==> src/rtl/repeat_step_counter_pkg.sv <==
// Shared encodings for the repeat/step counter: step modes and bounce FSM states.
package repeat_step_counter_pkg;

    typedef enum logic [1:0] {
        MODE_UP   = 2'b00,
        MODE_DN   = 2'b01,
        MODE_BNC  = 2'b10,
        MODE_HOLD = 2'b11
    } mode_e;

    typedef enum logic {
        ST_UP = 1'b0,
        ST_DN = 1'b1
    } state_e;

    // A mode of HOLD freezes the block exactly like a deasserted enable.
    function automatic logic mode_runs(input logic [1:0] mode);
        return mode != MODE_HOLD;
    endfunction

endpackage

==> src/rtl/repeat_step_counter_dwell_prescaler.sv <==
// Dwell prescaler: counts enabled cycles 1..rpt_eff and flags the advance edge.
module dwell_prescaler #(
    parameter int RPT_W = 3
) (
    input  logic             clk,
    input  logic             rst,
    input  logic             en,
    input  logic             clr,
    input  logic [RPT_W-1:0] rpt,
    output logic             adv
);

    logic [RPT_W-1:0] dcnt;
    logic [RPT_W-1:0] rpt_eff;

    assign rpt_eff = (rpt == '0) ? RPT_W'(1) : rpt;
    // >= rather than == so that lowering rpt mid-dwell advances on the next enabled edge.
    assign adv     = en && !clr && (dcnt >= rpt_eff);

    always_ff @(posedge clk or posedge rst) begin
        if (rst) begin
            dcnt <= RPT_W'(1);
        end else if (clr || adv) begin
            dcnt <= RPT_W'(1);
        end else if (en) begin
            dcnt <= dcnt + RPT_W'(1);
        end
    end

endmodule

==> src/rtl/repeat_step_counter.sv <==
// Counter that dwells rpt enabled cycles per value, stepping up, down or bouncing over 0..max_val.
module repeat_step_counter
    import repeat_step_counter_pkg::*;
#(
    parameter int WIDTH = 4,
    parameter int RPT_W = 3
) (
    input  logic             clk,
    input  logic             rst,
    input  logic             en,
    input  logic             clr,
    input  logic [1:0]       mode,
    input  logic [RPT_W-1:0] rpt,
    input  logic [WIDTH-1:0] max_val,
    output logic [WIDTH-1:0] cnt,
    output logic             dir,
    output logic             step,
    output logic             wrap
);

    logic             en_eff;
    logic             adv;
    state_e           state;
    state_e           st_nxt;
    logic [WIDTH-1:0] cnt_nxt;
    logic             wrap_nxt;

    assign en_eff = en && mode_runs(mode);

    dwell_prescaler #(.RPT_W(RPT_W)) u_dwell (
        .clk (clk),
        .rst (rst),
        .en  (en_eff),
        .clr (clr),
        .rpt (rpt),
        .adv (adv)
    );

    // Next value if this edge advances; the -1 paths are only reached when the operand is non-zero.
    always_comb begin
        cnt_nxt  = cnt;
        st_nxt   = state;
        wrap_nxt = 1'b0;
        case (mode_e'(mode))
            MODE_UP: begin
                st_nxt = ST_UP;
                if (cnt >= max_val) begin
                    cnt_nxt  = '0;
                    wrap_nxt = 1'b1;
                end else begin
                    cnt_nxt = cnt + WIDTH'(1);
                end
            end
            MODE_DN: begin
                st_nxt = ST_DN;
                if (cnt == '0) begin
                    cnt_nxt  = max_val;
                    wrap_nxt = 1'b1;
                end else if (cnt > max_val) begin
                    cnt_nxt = max_val;
                end else begin
                    cnt_nxt = cnt - WIDTH'(1);
                end
            end
            MODE_BNC: begin
                if (state == ST_UP) begin
                    if (cnt >= max_val) begin
                        // A zero range pins cnt at 0 while the direction still flips.
                        cnt_nxt  = (max_val == '0) ? '0 : max_val - WIDTH'(1);
                        st_nxt   = ST_DN;
                        wrap_nxt = 1'b1;
                    end else begin
                        cnt_nxt = cnt + WIDTH'(1);
                    end
                end else begin
                    if (cnt == '0) begin
                        cnt_nxt  = (max_val == '0) ? '0 : WIDTH'(1);
                        st_nxt   = ST_UP;
                        wrap_nxt = 1'b1;
                    end else if (cnt > max_val) begin
                        cnt_nxt = max_val;
                    end else begin
                        cnt_nxt = cnt - WIDTH'(1);
                    end
                end
            end
            default: begin
                cnt_nxt  = cnt;
                st_nxt   = state;
                wrap_nxt = 1'b0;
            end
        endcase
    end

    // Pulses are refreshed only on enabled cycles, so they hold along with cnt while frozen.
    always_ff @(posedge clk or posedge rst) begin
        if (rst) begin
            cnt   <= '0;
            state <= ST_UP;
            step  <= 1'b0;
            wrap  <= 1'b0;
        end else if (clr) begin
            cnt   <= '0;
            state <= ST_UP;
            step  <= 1'b0;
            wrap  <= 1'b0;
        end else if (en_eff) begin
            step <= adv;
            wrap <= adv && wrap_nxt;
            if (adv) begin
                cnt   <= cnt_nxt;
                state <= st_nxt;
            end
        end
    end

    assign dir = (state == ST_UP);

endmodule

==> config.mk <==
export PLATFORM = sky130hd
export DESIGN_NAME = repeat_step_counter
export DESIGN_NICKNAME = d
export VERILOG_FILES = /design/src/rtl/repeat_step_counter_pkg.sv /design/src/rtl/repeat_step_counter_dwell_prescaler.sv /design/src/rtl/repeat_step_counter.sv
export SDC_FILE = /design/constraint.sdc
export NUM_CORES = 1
export LEC_CHECK = 0
export ABC_AREA = 1
export ABC_CLOCK_PERIOD_IN_PS = 1700
export CAP_MARGIN = 30
export CORE_UTILIZATION = 38
export CTS_CLUSTER_DIAMETER = 80
export DETAILED_ROUTE_END_ITERATION = 6
export DONT_BUFFER_PORTS = 1
export GPL_TIMING_DRIVEN = 0
export SLEW_MARGIN = 20
export SYNTH_ARGS = -nofsm -noshare
export SYNTH_HDL_FRONTEND = slang
export SYNTH_HIERARCHICAL = 1
export SYNTH_SLANG_ARGS = --single-unit
==> constraint.sdc <==
create_clock -name clk -period 1.7 [get_ports clk]
set_input_delay 0.51 -clock clk [delete_from_list [all_inputs] [get_ports clk]]
set_output_delay 0.51 -clock clk [all_outputs]
set_load 0.05 [all_outputs]
==> run metrics, run 1 <==
Final setup viols=6; critical path data arrival time=around 2.1 ns; pre-CTS worst setup slack=-0.3830 ns; mux share of post-synthesis cell area=0%; Crit path depth=11; Worst Path Required=1.85 ns; crit path launch=cnt[3]; complex-gate fraction of the synthesized area=13.34%; Post-Syn Area=1247 um^2; io pins=20; grt met3 use=about 3.3%; Vias per Instance=5.255; die height=59.30 um; drt initial violations=between 60 and 70; fin worst setup slack=-0.2222 ns; Ys Warns=6; VDD IR max=about 0.27 mV; fin area=1570 um^2; dpl hpwl=2.448 mm; most frequent cell after synthesis=nand2_1; Post-Synth XOR/XNOR Area=2.808%; FF+latch count, synth=10; critical path's slowest cell=dfrtp_4; Crit path top cell by count=nand2_1; cells on worst reg2reg path=11; Mapped Cells=192; first-pass GRT wire length=5.513 mm; TritonCTS clock tree=yes; failing checks=negative setup slack; Max clock buf depth=2; Period Utilization, post-route=113.1%; Num CTS Buffers=3; cells along the critical path=ha_4 > a21oi_4 > nand2_4 > nand2_2 > nand2_1 > nand3_1 > nand2_1 > nand2_1 > nand2_1 > nand2_1 > nand2_1; vias in the first global route=1256; Synth cell types=27; Most Crowded Layer GR=met2; FMAX=520.2 MHz; DRT Wirelength=3.213 mm; clock skew=0.008512 ns; Worst-Skew Late Latency=~0.26 ns; syn_nets=221; CP Launch Type=flip-flop; max cap viols=0; ys async rst share=100.0%; adder and majority cell fraction of the synthesized area=16.05%; clk sinks=10; gr usage total=20.17%; min-delay worst type=in -> async; cell area after placement=1318 um^2; largest stage delay on the critical path=0.60 ns; met2 Use GR=between 30% and 40%; cell accounting for the most synthesized area=dfrtp_1; Routed WL per cell=13.01 um; Final Hold Fails=0; Slew Viols, Final=0; status=finished, violations left; routed vias=about 1300; Post-synth EDFFs=0; share of layout cells above drive strength 1=29.56%; nets=between 200 and 250; die width=a little under 60 um; detailed-route DRC error count=0; P&R area growth vs syn=25.88%; initial antenna violation count=0; CP Class=reg -> reg; Lkg Pwr=0.8029 nW; sequential area share after synthesis=20.16%; Synth top area share=~18%; drt pass-1 iters=4; core area=3078 um^2; worst path bufs/invs=0; maximum number of pins on one net before global-route repair=9; Synth area leaders=dfrtp_1, nand2_1, ha_1, inv_1, nand3_1; Main synth FF type=dfrtp_1; largest family of logic cells by synthesized area=simple AND/OR/NAND/NOR gates; CP endpoint kind=flip-flop; # diodes=0; initial cell density of the core=roughly two fifths; Clock Pin Slew Worst Setup and Hold Paths=0.07 ns; crit path time final=1.922 ns; Routed Antenna Nets=0; critical-path maximum fanout=6; Largest delay share family, worst path=simple AND/OR/NAND/NOR gates; gpl congestion=roughly 0.89; normalized max-slew margin=65.84%; simple logic cell fraction of the synthesized area=36.21%; H-tree depth=1; total gr overflow=0; P per Cell Area=just over 500 nW/um^2; Std-Cell Rows=20; mean cell area of the mapped netlist=6.497 um^2; met1 usage in global routing=28.07%; die area=between 3000 and 4000 um^2; # port buffers=0; CTS root buf=clkbuf_4; Post-synth top cells=nand2_1, inv_1, ha_1, nand3_1; RSZ-0062 raised after global routing=true; worst-margin pin slew=0.5119 ns; RR Startpoint=cnt[3]
==> state kept, by name (all words and copies together) (netlist names) <==
signal / cells
step: 1
u_dwell/dcnt: 3
wrap: 1
state: 1
cnt: 4
==> cell families (layout without fill, tap and decap cells) <==
group,count (synthesis),count (layout)
AOI/OAI and AO/OA,27,27
xor gates and xnor gates,4,4
adders and majority gates,16,16
buffers and inverters,37,48
DFF,10,10
and+or+nand+nor,98,98
==> worst paths after layout <==
path / endpoint / slack, ns
max in group asynchronous: u_dwell/dcnt[0] / 0.94
hold reg to reg: u_dwell/dcnt[1] / 0.53
hold / removal: cnt[0] / 0.06
setup / recovery: cnt[2] / -0.22
setup reg to reg: cnt[2] / -0.22
min in group clk: u_dwell/dcnt[2] / 0.39
==> layer usage <==
metal  vias up  share of wire, %  wire (um)
li1        646                 -          -
met1       604                45       1438
met2        46                48       1542
met3         2               6.9        222
met4         0              0.31         10
met5         -                 0          0
==> metrics by stage <==
stage,std cells,hold slack (ns),util (%),setup TNS (ns),power [mW]
final,247,0.05963,51.02,-1.053,0.7950
after global placement,236,0.2662,42.80,-2.002,0.5189
after floorplan,192,0.2629,-,-0.6691,0.4806
after CTS,245,0.06045,49.63,-0.9512,0.7863
after detailed placement,236,0.2688,42.80,-2.056,0.5329
after global routing,247,0.06158,51.02,-1.622,0.8573
==> what timing repair did <==
action / CTS / global route
pin swaps: 8 / 15
endpoints found under the setup margin: 6 / 7
hold endpoints to repair: 2 / 0
gates resized for setup: 30 / 10
hold buffers: 1 / 0
buffers inserted: 4 / 2
==> final cells by class <==
type | instances | area (um^2)
clock buffers | 4 | 26.28
plain buffers | 1 | 7.507
inverters | 36 | 145.1
multi-input cells | 145 | 1017
fillers | 333 | 1508
flip-flops and latches | 10 | 264.0
well taps | 44 | 55.05
repair buffers | 7 | 55.05
==> power breakdown <==
part	switching [mW]	total, mW	internal [mW]
sequential	0.0249	0.292	0.267
clock	0.0771	0.168	0.0904
combinational	0.191	0.335	0.144
total	0.293	0.795	0.502
==> cells in the final DEF, fill, tap and decap left out, types with 3 or more instances in the layout <==
| cell type | n |
|---|---|
| inv_1 | 26 |
| nand2_2 | 7 |
| a21oi_1 | 3 |
| nand2_1 | 49 |
| dfrtp_1 | 5 |
| nand4_1 | 7 |
| clkbuf_4 | 3 |
| nand3_1 | 15 |
| a21oi_2 | 8 |
| nor2_1 | 8 |
| nor2_2 | 4 |
| ha_4 | 5 |
| o21ai_0 | 4 |
| dfrtp_4 | 3 |
| ha_1 | 11 |
| buf_4 | 7 |
| inv_2 | 7 |
Power figures use the tool's default switching activity.
==> run 2, diff against run 1 <==
Settings changed: ABC_CLOCK_PERIOD_IN_PS 1700 to 2400, SETUP_SLACK_MARGIN set to 0.15, SKIP_CTS_REPAIR_TIMING set to 1.
Clock period 1.7 ns to 2.4 ns, I/O delays scaled along.
==> run 2 against run 1 <==
Compared with the run above:
- first-iteration DRC count down 63%
- the flow now finishes without violations
- highest routed layer unchanged
- via count decreased by 6.7%
- clock-buffer cell count unchanged
- clock skew fell by 0.0057 ns
- cell area fell by 12%
- sequential power decreased by 29%
- critical endpoint is now cnt[3]
- critical path type unchanged
- largest power group is now sequential cells
- power fell by 36%
- hold slack improved by 0.15 ns
- flip-flop and latch count did not move
==> run metrics, run 2 (synthesis results as in run 1) <==
status=finished clean; clock skew=0.002804 ns (-0.005708 ns); initial antenna violation count=0 (unchanged); largest stage delay on the critical path=0.58 ns (-0.02 ns); Sw Pwr=0.1798 mW (-39%); # port buffers=0 (unchanged); Pwr Total=0.5056 mW (-36%); detailed-route DRC error count=0 (unchanged); most flop-heavy register=cnt; worst-margin pin slew=0.5272 ns (+0.01533 ns); P&R area growth vs syn=11.33%; Std-Cell Rows=20 (unchanged); die width=59.30 um (unchanged); Crit path top cell by count=nand2_1; cell area after placement=1303 um^2 (-1.1%); VDD IR max=0.1629 mV (-40%); Comb power frac=35.6% (-6.6 points); Largest register FFs=4 (unchanged); share of layout cells above drive strength 1=18.50% (-11 points); Largest delay share family, worst path=simple AND/OR/NAND/NOR gates; Final Hold Fails=0 (unchanged); initial cell density of the core=40.53% (unchanged); clock share of power=23.5% (+2.4 points); Routed WL per cell=12.10 um (-7.0%); max cap viols=0 (unchanged); CTS root buf=clkbuf_4; P_int=0.3258 mW (-35%); die height=59.30 um (unchanged); Max clock buf depth=2 (unchanged); Final TNS setup=0 ns (+1.053 ns); worst path bufs/invs=2 (+2); RSZ-0062 raised after global routing=false; vias in the first global route=1241 (-1.2%); Slew Viols, Final=0 (unchanged); drt initial violations=23 (-63%); fin area=1389 um^2 (-12%); Worst-Skew Late Latency=0.26 ns (about the same); Clock Pin Slew Worst Setup and Hold Paths=0.06 ns (about the same); Num CTS Buffers=3 (unchanged); gr usage total=19.06% (-1.1 points); DRT Wirelength=2.953 mm (-8.1%); first-pass GRT wire length=5.147 mm (-6.6%); drt pass-1 iters=4 (unchanged); routed vias=1211 (-6.7%); die area=3516 um^2 (unchanged); dpl hpwl=2.411 mm (-1.5%); critical-path maximum fanout=7 (+1); # diodes=0 (unchanged); min-delay worst type=in -> async; core area=3078 um^2 (unchanged); maximum number of pins on one net before global-route repair=9 (unchanged); switching share of power=35.56% (-1.3 points); nets=230 (-1.3%); Lkg Pwr=0.7889 nW (-1.8%); most common cell after layout, fill and taps aside=nand2_1; io pins=20 (unchanged); P per Cell Area=364.1 nW/um^2 (-28%); TritonCTS clock tree=yes; FMAX=474.7 MHz (-8.7%); most frequent cells in the layout=nand2_1, inv_1, ha_1, nand3_1, nor2_1; Sequential Power Share=40.9% (+4.1 points); CP endpoint kind=flip-flop; Routed Antenna Nets=0 (unchanged); Period Utilization, post-route=87.77% (-25 points); critical path's slowest cell=dfrtp_4; CP Class=reg -> reg; cells along the critical path=clkinvlp_4 > ha_1 > nand4_2 > nand3_2 > inv_2 > nand2_1 > nand3_1 > nand4_1 > nand2_1 > nand2_1; crit path time final=2.106 ns (+0.1842 ns); gpl congestion=0.9199 (+3.7%); CP Launch Type=flip-flop; Final setup viols=0 (-6); Worst Path Required=2.55 ns (+0.70 ns); clk sinks=10 (unchanged); normalized max-slew margin=64.81% (-1.0 points); H-tree depth=1 (unchanged); Vias per Instance=4.963 (-5.6%); total gr overflow=0 (unchanged); critical path data arrival time=2.26 ns (+0.19 ns); final design utilization=45.12% (-5.9 points); Top Registers=cnt: 4 flops, u_dwell/dcnt: 3 flops
## run 2: power groups by stage
stage / clock network [mW] / registers [mW] / logic (mW)
finish: 0.119 / 0.207 / 0.180
global route: 0.133 / 0.209 / 0.214
CTS: 0.126 / 0.206 / 0.161
detailed placement: 0 / 0.209 / 0.161
global placement: 0 / 0.209 / 0.157
floorplan: 0 / 0.205 / 0.131
## run 2: through the flow
| stage | cells | hold slack [ns] | worst slack (ns) |
|---|---|---|---|
| 6_report | 244 | 0.2098 | 0.2936 |
| 2_1_floorplan | 192 | 0.4518 | 0.3028 |
| 3_5_place_dp | 236 | 0.4750 | -0.1108 |
| 4_1_cts | 240 | 0.2009 | -0.1203 |
| 3_3_place_gp | 236 | 0.4773 | -0.09469 |
| 5_1_grt | 244 | 0.1934 | 0.1439 |
## run 2: final timing paths
check,from,to,slack (ns),cells past startpoint
setup / recovery,cnt[0],cnt[3],0.29,10
min in group clk,u_dwell/dcnt[0],u_dwell/dcnt[0],0.48,2
hold reg to reg,u_dwell/dcnt[0],u_dwell/dcnt[0],0.48,2
max in group asynchronous,rst,cnt[0],1.90,1
setup reg to reg,cnt[0],cnt[3],0.29,10
hold / removal,rst,u_dwell/dcnt[2],0.21,1
## run 2: cell type report
| type | instances | area [um^2] |
|---|---|---|
| Inverter | 36 | 138.9 |
| Sequential cell | 10 | 259.0 |
| Buffer | 1 | 7.507 |
| Tap cell | 44 | 55.05 |
| Timing Repair Buffer | 4 | 30.03 |
| Fill cell | 346 | 1689 |
| Multi-Input combinational cell | 145 | 872.1 |
| Clock buffer | 4 | 26.28 |
## run 2: routing by layer
metal,part of all wire [%],GRT usage (%)
met5,0,0
met4,0.24,2.721
met3,3.9,3.712
met2,46,33.07
met1,50,24.83
==> run 3, diff against run 2 <==
Settings changed: ABC_CLOCK_PERIOD_IN_PS 2400 to 1800, RECOVER_POWER set to 25.
Clock period 2.4 ns to 1.8 ns, I/O delays scaled along.
==> run 3 against run 2 <==
Compared with the run above:
- the flow now finishes with violations (negative setup slack)
- hold slack lost 0.18 ns
- clock skew grew 0.00097 ns
- clock power grew 64%
- wire length grew 6.4%
- die area is the same
- sequential power grew 34%
- register-to-register slack lost 0.43 ns
- power grew 54%
- critical path type unchanged
- highest routed layer unchanged
==> run metrics, run 3 (synthesis results as in run 1) <==
status=finished, violations left; failing checks=negative setup slack; critical-path maximum fanout=6 (-1); detailed-route DRC error count=0 (unchanged); CP endpoint kind=flip-flop; # diodes=0 (unchanged); Num CTS Buffers=3 (unchanged); routed vias=1288 (+6.4%); Final TNS setup=-0.6174 ns (-0.6174 ns); cells along the critical path=ha_4 > nand2_2 > inv_1 > nand2_4 > nand2_4 > nand2_2 > nand2_1 > nand3_1 > a21oi_1 > nand2_1 > nand2_1 > nand2_1; FF/Latch Area=265.3 um^2 (+2.4%); most frequent cells in the layout=nand2_1, inv_1, nand3_1, ha_1; gpl congestion=0.9351 (+1.7%); Vias per Instance=5.257 (+5.9%); cells on worst reg2reg path=12 (+2); Worst Path Required=1.95 ns (-0.60 ns); maximum number of pins on one net before global-route repair=9 (unchanged); CP Launch Type=flip-flop; min-delay worst type=in -> async; die width=59.30 um (unchanged); initial antenna violation count=0 (unchanged); Multi-input gate area=1020 um^2 (+17%); DRT Wirelength=3.141 mm (+6.4%); die height=59.30 um (unchanged); Final Hold Fails=0 (unchanged); Largest delay share family, worst path=simple AND/OR/NAND/NOR gates; fillers=305 (-12%); Period Utilization, post-route=107.6% (+20 points); io pins=20 (unchanged); P per Cell Area=495.8 nW/um^2 (+36%); Worst-Skew Late Latency=0.26 ns (about the same); # port buffers=0 (unchanged); share of layout cells above drive strength 1=30.35% (+12 points); most common cell after layout, fill and taps aside=nand2_1; max cap viols=0 (unchanged); core area=3078 um^2 (unchanged); Routed WL per cell=12.82 um (+5.9%); dpl hpwl=2.358 mm (-2.2%); worst path bufs/invs=1 (-1); drt pass-1 iters=4 (unchanged); nets=231 (+0.43%); FMAX=516.3 MHz (+8.8%); RR Startpoint=cnt[3]; VDD IR max=0.3517 mV (+120%); H-tree depth=1 (unchanged); Std-Cell Rows=20 (unchanged); CTS root buf=clkbuf_4; Clock Pin Slew Worst Setup and Hold Paths=0.06 ns (about the same); clk sinks=10 (unchanged); first-pass GRT wire length=4.912 mm (-4.6%); critical path's slowest cell=dfrtp_4; largest stage delay on the critical path=0.59 ns (about the same); initial cell density of the core=40.53% (unchanged); Top Registers=cnt: 4 flops, u_dwell/dcnt: 3 flops; worst-margin pin slew=0.4742 ns (-0.05301 ns); fin worst setup slack=-0.1368 ns (-0.4304 ns); most flop-heavy register=cnt; crit path launch=cnt[3]; P&R area growth vs syn=25.98%; drt initial violations=56 (+140%); die area=3516 um^2 (unchanged); vias in the first global route=1236 (-0.40%); Largest register FFs=4 (unchanged); total gr overflow=0 (unchanged); CP Class=reg -> reg; Routed Antenna Nets=0 (unchanged); pre-CTS worst setup slack=-0.2960 ns (-0.1853 ns); Pwr Total=0.7791 mW (+54%); critical path data arrival time=2.09 ns (-0.17 ns); crit path time final=1.937 ns (-0.1696 ns); normalized max-slew margin=68.39% (+3.6 points); Slew Viols, Final=0 (unchanged); Final setup viols=6 (+6); Crit path depth=12 (+2); Lkg Pwr=0.8097 nW (+2.6%); Crit path top cell by count=nand2_1; gr usage total=18.08% (-0.97 points); clock skew=0.003772 ns (+0.0009682 ns); RSZ-0062 raised after global routing=true; Max clock buf depth=2 (unchanged); TritonCTS clock tree=yes
-- run 3: per-stage QoR --
stage	instance area, um^2	instances	hold WS (ns)	utilization [%]
2_1_floorplan	1261	192	0.2929	-
3_3_place_gp	1316	236	0.3027	42.76
3_5_place_dp	1316	236	0.3025	42.76
4_1_cts	1353	240	0.02180	43.94
5_1_grt	1572	245	0.01087	51.06
6_report	1572	245	0.02925	51.06
-- run 3: worst reg2reg max path: stages, from the launching register on --
cell     delay [ns]
dfrtp_4        0.59
ha_4           0.35
nand2_2        0.04
inv_1          0.11
nand2_4        0.09
nand2_4        0.09
nand2_2        0.08
nand2_1        0.10
nand3_1        0.07
a21oi_1        0.13
nand2_1        0.07
nand2_1        0.06
nand2_1        0.05
-- run 3: worst paths after layout --
path	to	slack [ns]
worst max register to register	cnt[0]	-0.14
max in group asynchronous	cnt[1]	1.48
worst min-delay path	u_dwell/dcnt[1]	0.03
worst max-delay path	cnt[0]	-0.14
min in group clk	u_dwell/dcnt[2]	0.43
worst min register to register	u_dwell/dcnt[0]	0.49
-- run 3: layout make-up --
type	instances	share of cell area (%)
multi-input combinational	145	64.89
sequential	10	16.88
inverter	36	9.315
tap	44	3.503
timing repair buffer	5	2.627
clock buffer	4	2.309
buffer	1	0.4777
-- run 3: power by group --
group	leakage, nW	internal, mW	switching, mW
clock network	0.0210	0.123	0.0721
logic	0.663	0.131	0.176
registers	0.126	0.253	0.0246
-- run 3: routing by layer --
metal / share of wire, % / track usage [%]
met4: 2.5 / 3.061
met2: 45 / 31.14
met5: 0 / 0
met1: 44 / 22.81
met3: 8.4 / 4.803
